File: src/rtl/ssd1306_sink_if.sv
// ssd1306_sink_if
//   Bundles the SSD1306 4-wire SPI stream and the decoded outputs of
//   the panel model.
//   master modport: the OLED driver / bench side. It drives cs, dc, sclk
//                   and mosi, and observes the decoded outputs.
//   slave modport:  ssd1306_sink. It receives the SPI stream and drives
//                   the framebuffer write port and the display state.
//   Signals:
//     cs, dc, sclk, mosi : SPI stream. cs is active low; dc is 1 for data.
//     fb_we, fb_addr, fb_wdata : framebuffer write port, fb_addr = {page, col}.
//     display_on, contrast : panel state set by commands.
//     frame_done, cmd_unknown : one-cycle event pulses.
interface ssd1306_sink_if #(
  parameter int COLS  = 128,
  parameter int PAGES = 8
);
  localparam int AW = $clog2(PAGES) + $clog2(COLS);

  logic          cs;
  logic          dc;
  logic          sclk;
  logic          mosi;
  logic          fb_we;
  logic [AW-1:0] fb_addr;
  logic [7:0]    fb_wdata;
  logic          display_on;
  logic [7:0]    contrast;
  logic          frame_done;
  logic          cmd_unknown;

  modport master (
    output cs, dc, sclk, mosi,
    input  fb_we, fb_addr, fb_wdata, display_on, contrast, frame_done, cmd_unknown
  );

  modport slave (
    input  cs, dc, sclk, mosi,
    output fb_we, fb_addr, fb_wdata, display_on, contrast, frame_done, cmd_unknown
  );
endinterface

File: src/rtl/ssd1306_sink.sv
// ssd1306_sink
//   Receive-side model of the SSD1306 OLED SPI interface. It deserialises
//   the 4-wire SPI stream, decodes command bytes into addressing and
//   display state, and turns data bytes into framebuffer writes in
//   horizontal addressing mode.
//   Ports:
//     clk_i : system clock. All logic runs on its rising edge.
//     rst_i : synchronous reset, active low.
//     bus   : ssd1306_sink_if slave modport. It carries the SPI inputs
//             (cs, dc, sclk, mosi) and the framebuffer/state outputs.
module ssd1306_sink #(
  parameter int COLS  = 128,
  parameter int PAGES = 8
) (
  input  logic          clk_i,
  input  logic          rst_i,
  ssd1306_sink_if.slave bus
);
  localparam int CW = $clog2(COLS);
  localparam int PW = $clog2(PAGES);

  localparam logic [7:0] OP_DISP_OFF = 8'hAE;
  localparam logic [7:0] OP_DISP_ON  = 8'hAF;
  localparam logic [7:0] OP_CONTRAST = 8'h81;
  localparam logic [7:0] OP_MODE     = 8'h20;
  localparam logic [7:0] OP_CLKDIV   = 8'hD5;
  localparam logic [7:0] OP_COLADDR  = 8'h21;
  localparam logic [7:0] OP_PAGEADDR = 8'h22;
  localparam logic [7:0] OP_NOP      = 8'hE3;

  typedef enum logic [1:0] {ST_OP, ST_ARG1, ST_ARG2} dec_state_e;

  logic [1:0] cs_sync_q;
  logic [1:0] dc_sync_q;
  logic [1:0] mosi_sync_q;
  logic [2:0] sclk_sync_q;
  logic       sclk_rise;

  logic [7:0] shift_q;
  logic [2:0] bit_cnt_q;
  logic       byte_valid_q;
  logic       byte_dc_q;

  dec_state_e    state_q;
  logic [7:0]    opcode_q;
  logic [CW-1:0] col_start_q, col_end_q, col_q;
  logic [PW-1:0] page_start_q, page_end_q, page_q;
  logic          display_on_q;
  logic [7:0]    contrast_q;
  logic          fb_we_q;
  logic [PW+CW-1:0] fb_addr_q;
  logic [7:0]    fb_wdata_q;
  logic          frame_done_q;
  logic          cmd_unknown_q;

  logic [CW-1:0] col_inc, col_d;
  logic [PW-1:0] page_inc, page_d;
  logic          wrap_d;

  // The SPI inputs are asynchronous to clk. Each one goes through two flops.
  // sclk gets a third flop, so an edge is seen as "new high, old low".
  always_ff @(posedge clk_i) begin
    if (!rst_i) begin
      cs_sync_q   <= 2'b11;
      dc_sync_q   <= 2'b00;
      mosi_sync_q <= 2'b00;
      sclk_sync_q <= 3'b000;
    end else begin
      cs_sync_q   <= {cs_sync_q[0], bus.cs};
      dc_sync_q   <= {dc_sync_q[0], bus.dc};
      mosi_sync_q <= {mosi_sync_q[0], bus.mosi};
      sclk_sync_q <= {sclk_sync_q[1:0], bus.sclk};
    end
  end

  assign sclk_rise = sclk_sync_q[1] & ~sclk_sync_q[2];

  // The bit counter wraps from 7 to 0 on the 8th bit, which starts the next
  // byte cleanly. shift_q holds the finished byte until the next sclk edge.
  // That edge comes at least 4 clk later, so the decoder can read shift_q
  // one cycle after byte_valid_q.
  always_ff @(posedge clk_i) begin
    if (!rst_i) begin
      shift_q      <= 8'h00;
      bit_cnt_q    <= 3'd0;
      byte_valid_q <= 1'b0;
      byte_dc_q    <= 1'b0;
    end else begin
      byte_valid_q <= 1'b0;
      if (cs_sync_q[1]) begin
        bit_cnt_q <= 3'd0;
      end else if (sclk_rise) begin
        shift_q   <= {shift_q[6:0], mosi_sync_q[1]};
        bit_cnt_q <= bit_cnt_q + 3'd1;
        if (bit_cnt_q == 3'd7) begin
          byte_valid_q <= 1'b1;
          byte_dc_q    <= dc_sync_q[1];
        end
      end
    end
  end

  // Horizontal-mode pointer advance. A window with start > end wraps
  // through the top of the column/page range.
  always_comb begin
    col_inc  = (col_q == CW'(COLS - 1)) ? '0 : col_q + CW'(1);
    page_inc = (page_q == PW'(PAGES - 1)) ? '0 : page_q + PW'(1);
    col_d    = col_q;
    page_d   = page_q;
    wrap_d   = 1'b0;
    if (col_q != col_end_q) begin
      col_d = col_inc;
    end else begin
      col_d = col_start_q;
      if (page_q != page_end_q) begin
        page_d = page_inc;
      end else begin
        page_d = page_start_q;
        wrap_d = 1'b1;
      end
    end
  end

  // Byte decoder. Data bytes always write, even in the middle of a command
  // sequence, and leave the decoder state alone. Command bytes go through
  // OP -> ARG1 -> ARG2 according to the opcode latched in opcode_q.
  always_ff @(posedge clk_i) begin
    if (!rst_i) begin
      state_q       <= ST_OP;
      opcode_q      <= 8'h00;
      col_start_q   <= '0;
      col_end_q     <= CW'(COLS - 1);
      page_start_q  <= '0;
      page_end_q    <= PW'(PAGES - 1);
      col_q         <= '0;
      page_q        <= '0;
      display_on_q  <= 1'b0;
      contrast_q    <= 8'h7F;
      fb_we_q       <= 1'b0;
      fb_addr_q     <= '0;
      fb_wdata_q    <= 8'h00;
      frame_done_q  <= 1'b0;
      cmd_unknown_q <= 1'b0;
    end else begin
      fb_we_q       <= 1'b0;
      frame_done_q  <= 1'b0;
      cmd_unknown_q <= 1'b0;
      if (byte_valid_q) begin
        if (byte_dc_q) begin
          fb_we_q      <= 1'b1;
          fb_addr_q    <= {page_q, col_q};
          fb_wdata_q   <= shift_q;
          col_q        <= col_d;
          page_q       <= page_d;
          frame_done_q <= wrap_d;
        end else begin
          unique case (state_q)
            ST_OP: begin
              case (shift_q)
                OP_DISP_OFF: display_on_q <= 1'b0;
                OP_DISP_ON:  display_on_q <= 1'b1;
                OP_CONTRAST, OP_MODE, OP_CLKDIV, OP_COLADDR, OP_PAGEADDR: begin
                  opcode_q <= shift_q;
                  state_q  <= ST_ARG1;
                end
                OP_NOP: begin
                end
                default: cmd_unknown_q <= 1'b1;
              endcase
            end
            ST_ARG1: begin
              state_q <= ST_OP;
              case (opcode_q)
                OP_CONTRAST: contrast_q <= shift_q;
                // Only horizontal addressing (0x00) is modelled.
                OP_MODE: begin
                  if (shift_q != 8'h00) cmd_unknown_q <= 1'b1;
                end
                OP_COLADDR: begin
                  col_start_q <= shift_q[CW-1:0];
                  state_q     <= ST_ARG2;
                end
                OP_PAGEADDR: begin
                  page_start_q <= shift_q[PW-1:0];
                  state_q      <= ST_ARG2;
                end
                default: begin
                end
              endcase
            end
            ST_ARG2: begin
              state_q <= ST_OP;
              case (opcode_q)
                OP_COLADDR: begin
                  col_end_q <= shift_q[CW-1:0];
                  col_q     <= col_start_q;
                end
                OP_PAGEADDR: begin
                  page_end_q <= shift_q[PW-1:0];
                  page_q     <= page_start_q;
                end
                default: begin
                end
              endcase
            end
            default: state_q <= ST_OP;
          endcase
        end
      end
    end
  end

  assign bus.fb_we       = fb_we_q;
  assign bus.fb_addr     = fb_addr_q;
  assign bus.fb_wdata    = fb_wdata_q;
  assign bus.display_on  = display_on_q;
  assign bus.contrast    = contrast_q;
  assign bus.frame_done  = frame_done_q;
  assign bus.cmd_unknown = cmd_unknown_q;
endmodule

File: src/flat_wrapper.sv
// flat-port wrapper written by rule: the top's interface ports become plain ports
module ssd1306_sink_flat 
#(
  parameter int COLS  = 128,
  parameter int PAGES = 8
)
  (clk_i, rst_i, bus_cs, bus_dc, bus_sclk, bus_mosi, bus_fb_we, bus_fb_addr, bus_fb_wdata, bus_display_on, bus_contrast, bus_frame_done, bus_cmd_unknown);
  ssd1306_sink_if #(.COLS(COLS), .PAGES(PAGES)) bus_i ();
  input  logic clk_i;
  input  logic rst_i;
  input wire logic [$bits(bus_i.cs)-1:0] bus_cs;
  input wire logic [$bits(bus_i.dc)-1:0] bus_dc;
  input wire logic [$bits(bus_i.sclk)-1:0] bus_sclk;
  input wire logic [$bits(bus_i.mosi)-1:0] bus_mosi;
  output wire logic [$bits(bus_i.fb_we)-1:0] bus_fb_we;
  output wire logic [$bits(bus_i.fb_addr)-1:0] bus_fb_addr;
  output wire logic [$bits(bus_i.fb_wdata)-1:0] bus_fb_wdata;
  output wire logic [$bits(bus_i.display_on)-1:0] bus_display_on;
  output wire logic [$bits(bus_i.contrast)-1:0] bus_contrast;
  output wire logic [$bits(bus_i.frame_done)-1:0] bus_frame_done;
  output wire logic [$bits(bus_i.cmd_unknown)-1:0] bus_cmd_unknown;
  assign bus_i.cs = bus_cs;
  assign bus_i.dc = bus_dc;
  assign bus_i.sclk = bus_sclk;
  assign bus_i.mosi = bus_mosi;
  assign bus_fb_we = bus_i.fb_we;
  assign bus_fb_addr = bus_i.fb_addr;
  assign bus_fb_wdata = bus_i.fb_wdata;
  assign bus_display_on = bus_i.display_on;
  assign bus_contrast = bus_i.contrast;
  assign bus_frame_done = bus_i.frame_done;
  assign bus_cmd_unknown = bus_i.cmd_unknown;
  ssd1306_sink #(.COLS(COLS), .PAGES(PAGES)) u_core (.clk_i(clk_i), .rst_i(rst_i), .bus(bus_i));
endmodule
File: config.mk
export PLATFORM = sky130hd
export DESIGN_NAME = ssd1306_sink_flat
export DESIGN_NICKNAME = d
export VERILOG_FILES = /design/src/rtl/ssd1306_sink_if.sv /design/src/rtl/ssd1306_sink.sv /design/src/flat_wrapper.sv
export SDC_FILE = /design/constraint.sdc
export NUM_CORES = 1
export LEC_CHECK = 0
export BUFFER_PORTS_ARGS = -buffer_cell sky130_fd_sc_hd__buf_2
export CAP_MARGIN = 20
export CORE_AREA = 2 2 117 119
export DETAILED_ROUTE_END_ITERATION = 6
export DIE_AREA = 0 0 119 121
export PLACE_DENSITY = 0.49
export SYNTH_ARGS = -nofsm -noshare
export SYNTH_HDL_FRONTEND = slang
export SYNTH_SLANG_ARGS = --single-unit
File: constraint.sdc
create_clock -name clk_i -period 4.35 [get_ports clk_i]
set_clock_uncertainty 0.1 [all_clocks]
set_input_delay 0.6525 -clock clk_i [delete_from_list [all_inputs] [get_ports clk_i]]
set_output_delay 0.6525 -clock clk_i [all_outputs]
set_load 0.05 [all_outputs]
==> summary.log <==
INFO  outcome        run_status=finished, final reports clean
INFO  logic_synthesis synth.mux.area_fraction=13.44%
INFO  logic_synthesis avgSynthCellArea=9.425squm
INFO  global_route   grt_util_all_layers=13.26%
INFO  die            io-pin-count=36
INFO  logic_synthesis compound_gate_fraction_of_synth_area=9.315%
INFO  logic_synthesis ys_seq_elements=92
INFO  logic_synthesis synth_flop_cell=sky130_fd_sc_hd__dfxtp_1
INFO  critical_path  cpPeakStageDelay=770ps
INFO  cts            post_cts_repair_timing_setup_buffer_count=0
INFO  global_route   grt_max_degree=39
INFO  logic_synthesis synth-edff-count=0
INFO  logic_synthesis net_count_of_the_mapped_netlist=420
INFO  power_and_ir_drop ir_worst_vdd=0.0001357V
INFO  logic_synthesis synthSimpleGateAreaFrac=21.65%
INFO  timing         unrepaired_setup_endpoints_after_global_routing=false
INFO  hold_path      worstHoldPathCells=1
INFO  final_layout   post_route_cells_drive_above_1_share=15.83%
INFO  cts            cts_resized=0
INFO  cts            clock_path_buffers=2
INFO  critical_path  crit_path_top_delay_cell=sky130_fd_sc_hd__dfxtp_1
INFO  route          number_of_drc_violations_after_detailed_routing=0
INFO  place          place.port_buffers=35
INFO  route          post_drt_antenna_nets=0
INFO  timing         final_max_slew_viol_count=0
INFO  route          wl=8822microns
INFO  logic_synthesis synth_async_sr_flop_share=0%
INFO  cts            holdBufCountCts=0
INFO  place          preCtsSetupSlack=2133ps
INFO  route          drt-vias-per-instance=4.734
INFO  logic_synthesis count_of_yosys_warnings_during_synthesis=0
INFO  critical_path  worstPathCellList=nor4b_1 > o211ai_1 > a21oi_4 > mux2i_1 > nor2_1
INFO  die            fp.dieW=119microns
INFO  critical_path  worst-r2r-cell-count=5
INFO  logic_synthesis library_cell_with_the_highest_instance_count_after_synthesis=sky130_fd_sc_hd__dfxtp_1
INFO  global_route   overflow=0
INFO  timing         tightestPinTransition=990.5ps
INFO  die            num_rows=42
INFO  timing         setup_viol=0
INFO  timing         max_clock_freq=0.4477GHz
INFO  timing         worst_slew_margin_rel=33.83%
INFO  cts            htreeDepth=3
INFO  route          number_of_detailed_route_iterations_in_the_first_pass=4
INFO  die            dieHeight=121microns
INFO  cts            cts_tree=yes
INFO  die            start_util=29.46%
INFO  power_and_ir_drop finalPower=1.741mW
INFO  final_layout   fillers=1,378
INFO  logic_synthesis ys_seq_area_share=47.78%
INFO  logic_synthesis combined_area_of_all_synthesized_cells=3855squm
INFO  cts            clk_pin_slew=60ps
INFO  route          wire_per_inst=14.42microns
INFO  logic_synthesis synth_cells=409
INFO  route          routed_vias=2,897
INFO  logic_synthesis synth_area_leader_cell=sky130_fd_sc_hd__dfxtp_1
INFO  die            placeableCoreArea=13,090squm
INFO  global_route   first_global_vias=2,872
INFO  timing         final_hold_viol_count=0
INFO  cts            cts_inserted_buffers=9
INFO  hold_path      hp-start=u_core.cs_sync_q[0]$_SDFF_PN1_
INFO  critical_path  worstSetupPathDepth=5
INFO  timing         postLayoutSetupSlackWorst=2116ps
INFO  route          detailedRoute.firstIterationViolations=186
INFO  logic_synthesis yosys.area_share.adder=1.623%
INFO  cts            clock_tree.root_cell=sky130_fd_sc_hd__clkbuf_16
INFO  critical_path  critical_path_buf_inv_count=0
INFO  logic_synthesis main_combinational_cell_family_by_area_after_synthesis=simple AND/OR/NAND/NOR gates
INFO  cts            clk_latency=350ps
INFO  global_route   first_pass_grt_wire_length=14,880microns
INFO  power_and_ir_drop leakage=1.811nW
INFO  critical_path  cp-end-kind=register
INFO  critical_path  worstReg2RegStart=u_core.shift_q[0]$_SDFFE_PN0P_
INFO  timing         final.period_utilization=51.35%
INFO  logic_synthesis synth.distinct_cells=52
INFO  critical_path  critical_path.max_fanout=14
INFO  logic_synthesis ys_top_cells_by_count=sky130_fd_sc_hd__dfxtp_1, sky130_fd_sc_hd__nand2_1, sky130_fd_sc_hd__mux2i_1
INFO  logic_synthesis yosysTopAreaCellShare=47.78%
INFO  power_and_ir_drop power_density=388.7nW/um^2
INFO  place          dp_hpwl=6022microns
INFO  die            design.die.area=14,400squm
INFO  final_layout   num_antenna_cells=0
INFO  logic_synthesis synth-xor-area-share=2.726%
INFO  critical_path  cp.required=4480ps
INFO  cts            clock-sinks=92
INFO  final_layout   areaGrowthSynthToFinish=16.16%
INFO  run            cap_violations=0
INFO  place          routabilityCongestion=0.8183
INFO  logic_synthesis synth_area_leaders=sky130_fd_sc_hd__dfxtp_1, sky130_fd_sc_hd__mux2i_1, sky130_fd_sc_hd__nand2_1
INFO  timing         finalWorstPathRequiredPeriod=2234ps
INFO  hold_path      hold_removal_path_class=register to register
INFO  critical_path  path_delay_family=flip-flops
INFO  critical_path  first_element_of_the_critical_path=u_core.shift_q[0]$_SDFFE_PN0P_
INFO  critical_path  timing_worst_setup_path_type=register to register
INFO  critical_path  worst-endpoint-arrival=2360ps
INFO  critical_path  worstSetupStartpointType=register
INFO  global_route   antenna_found_initial=0
INFO  timing         fin_tns_setup=0ps
INFO  final_layout   nets=442
-- final cells by class --
type                    instances  area (sq um)  area share, %
flip-flops and latches         92          1842          41.13
well taps                     176         220.2          4.918
clock buffers                  11         252.7          5.644
multi-input cells             288          1879          41.97
repair buffers                 37         190.2          4.247
inverters                       3         11.26         0.2515
clock inverters                 5         82.58          1.844
-- power breakdown --
part	total, mW	internal (mW)	switching (mW)
logic	0.0223	0.00636	0.0160
registers	0.847	0.846	0.00101
clock network	0.872	0.537	0.335
-- per-layer routing --
| layer | share of wire [%] | GRT usage (%) | vias up |
|---|---|---|---|
| met4 | 1.5 | 5.580 | 0 |
| met3 | 4.2 | 3.524 | 11 |
| met5 | 0 | 0 | - |
| li1 | - | - | 1454 |
| met2 | 46 | 20.80 | 58 |
| met1 | 48 | 17.25 | 1374 |
-- final timing paths --
path | endpoint | slack, ps
max | u_core.opcode_q[0]$_SDFFE_PN0P_ | 2120
min | u_core.cs_sync_q[1]$_SDFF_PN1_ | 310
max reg2reg | u_core.opcode_q[0]$_SDFFE_PN0P_ | 2120
min reg2reg | u_core.cs_sync_q[1]$_SDFF_PN1_ | 310
-- cells by family after synthesis --
family / count (synthesis)
compound gates: 51
xor+xnor: 12
fa+ha+maj: 5
buf+inv: 29
flops: 92
mux: 51
simple gates: 169
-- sequential cells by signal, indices dropped and copies added, names as in the netlist, 2 cells and up --
name,count
u_core.mosi_sync_q,2
u_core.state_q,2
u_core.bus.contrast,8
u_core.bus.fb_wdata,8
u_core.shift_q,8
u_core.dc_sync_q,2
u_core.bus.fb_addr,10
u_core.bit_cnt_q,3
u_core.col_end_q,7
u_core.page_q,3
u_core.col_start_q,7
u_core.sclk_sync_q,3
u_core.cs_sync_q,2
u_core.opcode_q,8
u_core.page_end_q,3
u_core.page_start_q,3
u_core.col_q,7
-- per-stage QoR --
stage	instance area (sq um)	instances	utilization (%)	hold slack, ps
global placement	4143	596	31.66	290.6
finish	4478	612	34.22	309.6
floorplan	3855	409	-	286.3
detailed placement	4143	596	31.66	297.7
CTS	4478	612	34.22	314.8
global route	4478	612	34.22	320.6
-- cells in the final DEF (no fill, tap or decap), types with 3 or more instances in the layout --
master and count:
sky130_fd_sc_hd__o221ai_1 3, sky130_fd_sc_hd__a211oi_1 3, sky130_fd_sc_hd__a21oi_1 23, sky130_fd_sc_hd__xor2_1 10, sky130_fd_sc_hd__dfxtp_1 92, sky130_fd_sc_hd__nand3_1 14, sky130_fd_sc_hd__nand2_1 65, sky130_fd_sc_hd__or2_1 3
sky130_fd_sc_hd__a31oi_1 3, sky130_fd_sc_hd__nor2b_1 5, sky130_fd_sc_hd__mux2i_1 48, sky130_fd_sc_hd__buf_2 35, sky130_fd_sc_hd__o221a_1 4, sky130_fd_sc_hd__nor3_1 4, sky130_fd_sc_hd__ha_1 5, sky130_fd_sc_hd__o21ai_1 3
sky130_fd_sc_hd__and2_1 10, sky130_fd_sc_hd__clkbuf_16 9, sky130_fd_sc_hd__inv_1 3, sky130_fd_sc_hd__nor2_1 44, sky130_fd_sc_hd__nand2b_1 4
Note: power is estimated with default switching activity, not from simulation.
